===== config.mk =====
export PLATFORM = sky130hd
export DESIGN_NAME = gate_resp_fifo
export DESIGN_NICKNAME = d
export VERILOG_FILES = /design/src/rtl/gate_chk_pkg.sv /design/src/rtl/gate_resp_fifo.sv
export SDC_FILE = /design/constraint.sdc
export NUM_CORES = 1
export LEC_CHECK = 0
export CAP_MARGIN = 15
export CORE_UTILIZATION = 45
export DETAILED_ROUTE_END_ITERATION = 8
export PLACE_DENSITY_LB_ADDON = 0.12
export SLEW_MARGIN = 20
export SYNTH_ARGS = -nofsm -noshare
export SYNTH_HDL_FRONTEND = slang
export SYNTH_SLANG_ARGS = --single-unit

===== constraint.sdc =====
create_clock -name clk -period 3.2 [get_ports clk]
set_clock_uncertainty 0.1 [all_clocks]
set_input_delay 0.8 -clock clk [delete_from_list [all_inputs] [get_ports clk]]
set_output_delay 0.8 -clock clk [all_outputs]
set_load 0.01 [all_outputs]

===== src/rtl/gate_chk_pkg.sv =====
// Shared defaults and helpers for the gate response checker and its stimulus driver.
// sat_inc is width-agnostic up to 32 bits; callers cast in and out of it.
package gate_chk_pkg;

  localparam int DEF_OUT_W = 2;
  localparam int DEF_DEPTH = 8;
  localparam int DEF_CNT_W = 16;

  function automatic logic [31:0] sat_inc(input logic [31:0] val, input logic [31:0] max_val);
    return (val >= max_val) ? max_val : val + 32'd1;
  endfunction

endpackage


===== src/rtl/gate_resp_fifo.sv =====
// Expected-value FIFO with combinational head read and an occupancy count.
// A push into a full FIFO is accepted only when the same cycle also pops.
module gate_resp_fifo
  import gate_chk_pkg::*;
#(
  parameter int W     = DEF_OUT_W,
  parameter int DEPTH = DEF_DEPTH
) (
  input  logic                       clk,
  input  logic                       rst_n,
  input  logic                       i_clear,
  input  logic                       i_push,
  input  logic [W-1:0]               i_wdata,
  input  logic                       i_pop,
  output logic [W-1:0]               o_rdata,
  output logic [$clog2(DEPTH):0]     o_count,
  output logic                       o_full,
  output logic                       o_empty
);

  localparam int AW = $clog2(DEPTH);

  logic [W-1:0]  r_mem [DEPTH];
  logic [AW-1:0] r_wr_ptr;
  logic [AW-1:0] r_rd_ptr;
  logic [AW:0]   r_count;

  logic w_full;
  logic w_empty;
  logic w_do_pop;
  logic w_do_push;

  assign w_full    = (r_count == (AW+1)'(DEPTH));
  assign w_empty   = (r_count == '0);
  assign w_do_pop  = i_pop && !w_empty;
  assign w_do_push = i_push && (!w_full || w_do_pop);

  // Pointers are AW bits wide, so they wrap modulo DEPTH on their own.
  always_ff @(posedge clk or negedge rst_n) begin
    if (!rst_n) begin
      r_wr_ptr <= '0;
      r_rd_ptr <= '0;
      r_count  <= '0;
    end else if (i_clear) begin
      r_wr_ptr <= '0;
      r_rd_ptr <= '0;
      r_count  <= '0;
    end else begin
      if (w_do_push) r_wr_ptr <= r_wr_ptr + AW'(1);
      if (w_do_pop)  r_rd_ptr <= r_rd_ptr + AW'(1);
      case ({w_do_push, w_do_pop})
        2'b10:   r_count <= r_count + (AW+1)'(1);
        2'b01:   r_count <= r_count - (AW+1)'(1);
        default: r_count <= r_count;
      endcase
    end
  end

  always_ff @(posedge clk) begin
    if (w_do_push && !i_clear) r_mem[r_wr_ptr] <= i_wdata;
  end

  assign o_rdata = r_mem[r_rd_ptr];
  assign o_count = r_count;
  assign o_full  = w_full;
  assign o_empty = w_empty;

endmodule


==> summary.txt <==
Run status
  • Status: finished with violations
  • Failing checks: design-rule violations

STA
  • Slew HR: 62.6%
  • Max Slew Vio Count: 0
  • Slew @ Worst Pin: 0.560 ns
  • Final Hold Fails: 0
  • Setup TNS: 0 ns
  • Min Tclk post-route: 3.01 ns
  • RSZ-0062 raised after global routing: no
  • Maximum clock frequency: 333 MHz
  • Final worst-path cycle share: 93.9%
  • Hold_ws: 0.533 ns
  • Endpoints failing setup: 0

Setup path
  • CP Capture Type: output port
  • Startpoint Class: flop
  • RR Startpoint: o_count[0]$_DFFE_PN0P_
  • FF-to-FF path depth: 7
  • Crit path cell chain: mux4_2 -> mux2_2 -> clkdlybuf4s50_1
  • Worst path required time: 2.30 ns
  • CP startpoint: r_rd_ptr[0]$_DFFE_PN0P_
  • Max stage delay on crit path: 0.53 ns
  • Crit path capture: o_rdata[0]
  • Critical path peak fanout: 6
  • Crit Path Class: flop to output port
  • Slowest cell on crit path: mux4_2
  • RR Endpoint: o_count[3]$_DFFE_PN0P_
  • Reg2reg setup slack: 0.78 ns
  • CP arrival: 2.11 ns

Placed design
  • Final GP Congestion: 0.780
  • I/O Buffers: 14
  • Half-perimeter wire length after placement: 1830 um

Die
  • FP Rows: 19
  • Top Ports: 15
  • Die area: 0.00323 sq mm
  • Initial Util: 48.2%
  • CORE AREA: 0.00281 sq mm
  • Chip Width: 56.8 um
  • Die Span Y: 56.8 um

Logic synthesis
  • Ys flop type: edfxtp_1
  • Compound-Gate Fraction of Synth Area: 10.5%
  • Asr flop ratio synth: 38.5%
  • Simple-gate share of the synthesized area: 13.2%
  • Post-synth EDFFs: 16
  • Mux contribution to synthesized area: 12.2%
  • Netlist cell types: 36
  • Largest family of logic cells by synthesized area: simple AND/OR/NAND/NOR gates
  • Synth Instances: 101
  • Post-Syn Nets: 113
  • Mapped cell area: 0.00135 sq mm
  • Post-synthesis sequential area ratio: 54.0%
  • Yosys warning count: 0
  • Mapped Avg Cell Area: 13.4 sq um
  • Post-Synth Adder-Cell Area: 5.18%
  • Seq cells post-synth: 26
  • Xor and xnor area share after synthesis: 3.24%

Min path
  • Hold Crit Depth: 2
  • Worst min-delay path class: flop to flop

Drt
  • Initial drt markers: 33
  • Routed WL: 2490 um
  • DRC viols: 2
  • Vias: 875
  • Antenna Nets Post-Route: 0
  • Vias per inst: 5.83
  • Drt first pass iters: 6
  • Drt wl/cell: 16.6 um

Clocking
  • Post-CTS setup buffer count: 0
  • # resized after CTS: 0
  • Clock buffer depth: 2
  • Clock root buffer: clkbuf_4
  • Clock-pin slew on the worst setup and hold paths: 0.15 ns
  • H-tree level count: 1
  • TritonCTS clock tree: done
  • Clock latency on the worst-skew pair: 0.32 ns
  • Clk sinks: 26
  • Number of hold buffers added after CTS: 0
  • Number of buffers created by CTS: 3

Cells and area
  • Antenna cells: 0
  • Layout cells sized above 1: 16.0%
  • Area delta synth->final: 17.4%
  • Nets@finish: 132

Global route
  • Overflow after GRT: 0
  • Total GRT Usage: 17.3%
  • Vias in the first global route: 854
  • First-pass GRT wire length: 4200 um
  • Largest net degree at the start of global routing: 16
  • Antenna violations before repair: 0

Power and ir drop
  • Pwr dens: 683 mW/mm^2
  • Leak pwr: 0.000602 uW
  • Worst VDD drop: 0.298 mV

Flow run
  • Maxcap violations: 0
-- worst max-delay path, delay by kind of cell (launching register included) --
family | cells | cell delay, ns
buffers and inverters | 1 | 0.47
flip-flops | 1 | 0.51
multiplexers | 2 | 0.80
-- per-layer routing --
metal	GRT usage, %	part of all wire [%]	vias up
met5	0	0	-
met4	4.18	0.64	0
met3	2.76	2.1	2
met2	25.7	45	13
met1	26.6	53	441
li1	-	-	419
-- synthesized netlist by cell type, types with 2 or more instances --
library cell   n  share of area, %
xor2_1         3               1.9
xnor2_1        2               1.3
mux2i_1        3               2.2
edfxtp_1      16                36
ha_1           4               3.7
nor2b_1        2              0.92
dfrtp_1       10                19
nand3b_1       2               1.1
o211ai_1       2               1.1
mux2_2         2               1.7
a21oi_1        3               1.1
inv_1          2              0.56
nor3_1         4               1.5
mux2_1         2               1.7
nand2b_1       4               1.8
nand3_1        2              0.74
mux4_2         4               6.7
nand2_1        2              0.56
nor2_1        14               3.9
clkbuf_1       2              0.56
-- how the worst min path moves through the flow --
stage | startpoint | slack [ns] | endpoint
floorplan | rst_n | 0.40 | o_count[0]$_DFFE_PN0P_
global placement | r_rd_ptr[2]$_DFFE_PN0P_ | 0.49 | r_rd_ptr[2]$_DFFE_PN0P_
detailed placement | r_rd_ptr[2]$_DFFE_PN0P_ | 0.52 | r_rd_ptr[2]$_DFFE_PN0P_
CTS | r_rd_ptr[2]$_DFFE_PN0P_ | 0.55 | r_rd_ptr[2]$_DFFE_PN0P_
global route | r_rd_ptr[2]$_DFFE_PN0P_ | 0.56 | r_rd_ptr[2]$_DFFE_PN0P_
finish | r_rd_ptr[2]$_DFFE_PN0P_ | 0.53 | r_rd_ptr[2]$_DFFE_PN0P_
-- report_power, final --
part	total, uW	switching, uW	internal [uW]
combinational	415	190	225
clock	193	98.0	95.4
sequential	475	84.7	390
total	1080	373	711
-- cells in the final DEF, fill, tap and decap left out, types with 3 or more instances in the layout --
cell type / n
a21oi_1: 3
buf_4: 3
clkbuf_4: 3
clkdlybuf4s50_1: 14
dfrtp_1: 9
edfxtp_1: 16
ha_1: 4
mux2i_1: 3
mux4_2: 4
nand2b_1: 4
nor2_1: 14
nor3_1: 4
xor2_1: 3
-- flip-flops by register name, indices dropped and copies added (netlist names) --
signal	count
r_mem	16
o_count	4
r_rd_ptr	3
r_wr_ptr	3
-- kinds of logic (layout without fill, tap and decap cells) --
kind of cell    Yosys count  count (layout)
simple gates             35              35
flops                    26              26
compound gates           14              14
mux                      11              11
fa+ha+maj                 5               5
xor+xnor                  5               5
buf+inv                   5              23
-- through the flow --
stage               worst slack (ns)  instance area, sq um  cells  utilization, %  total power [uW]
floorplan                      0.779                  1350    101               -               731
global placement               0.290                  1540    146            54.9               879
detailed placement             0.255                  1540    146            54.9               900
CTS                           0.0518                  1590    150            56.6              1100
global route                   0.113                  1590    150            56.6              1150
finish                         0.195                  1590    150            56.6              1080
-- cell type report --
| class | count | area (sq um) |
|---|---|---|
| Timing Repair Buffer | 17 | 163 |
| Fill cell | 239 | 1220 |
| Multi-Input combinational cell | 70 | 599 |
| Sequential cell | 26 | 732 |
| Tap cell | 31 | 38.8 |
| Clock buffer | 4 | 47.5 |
| Inverter | 2 | 7.51 |
Note: power is estimated with default switching activity, not from simulation.
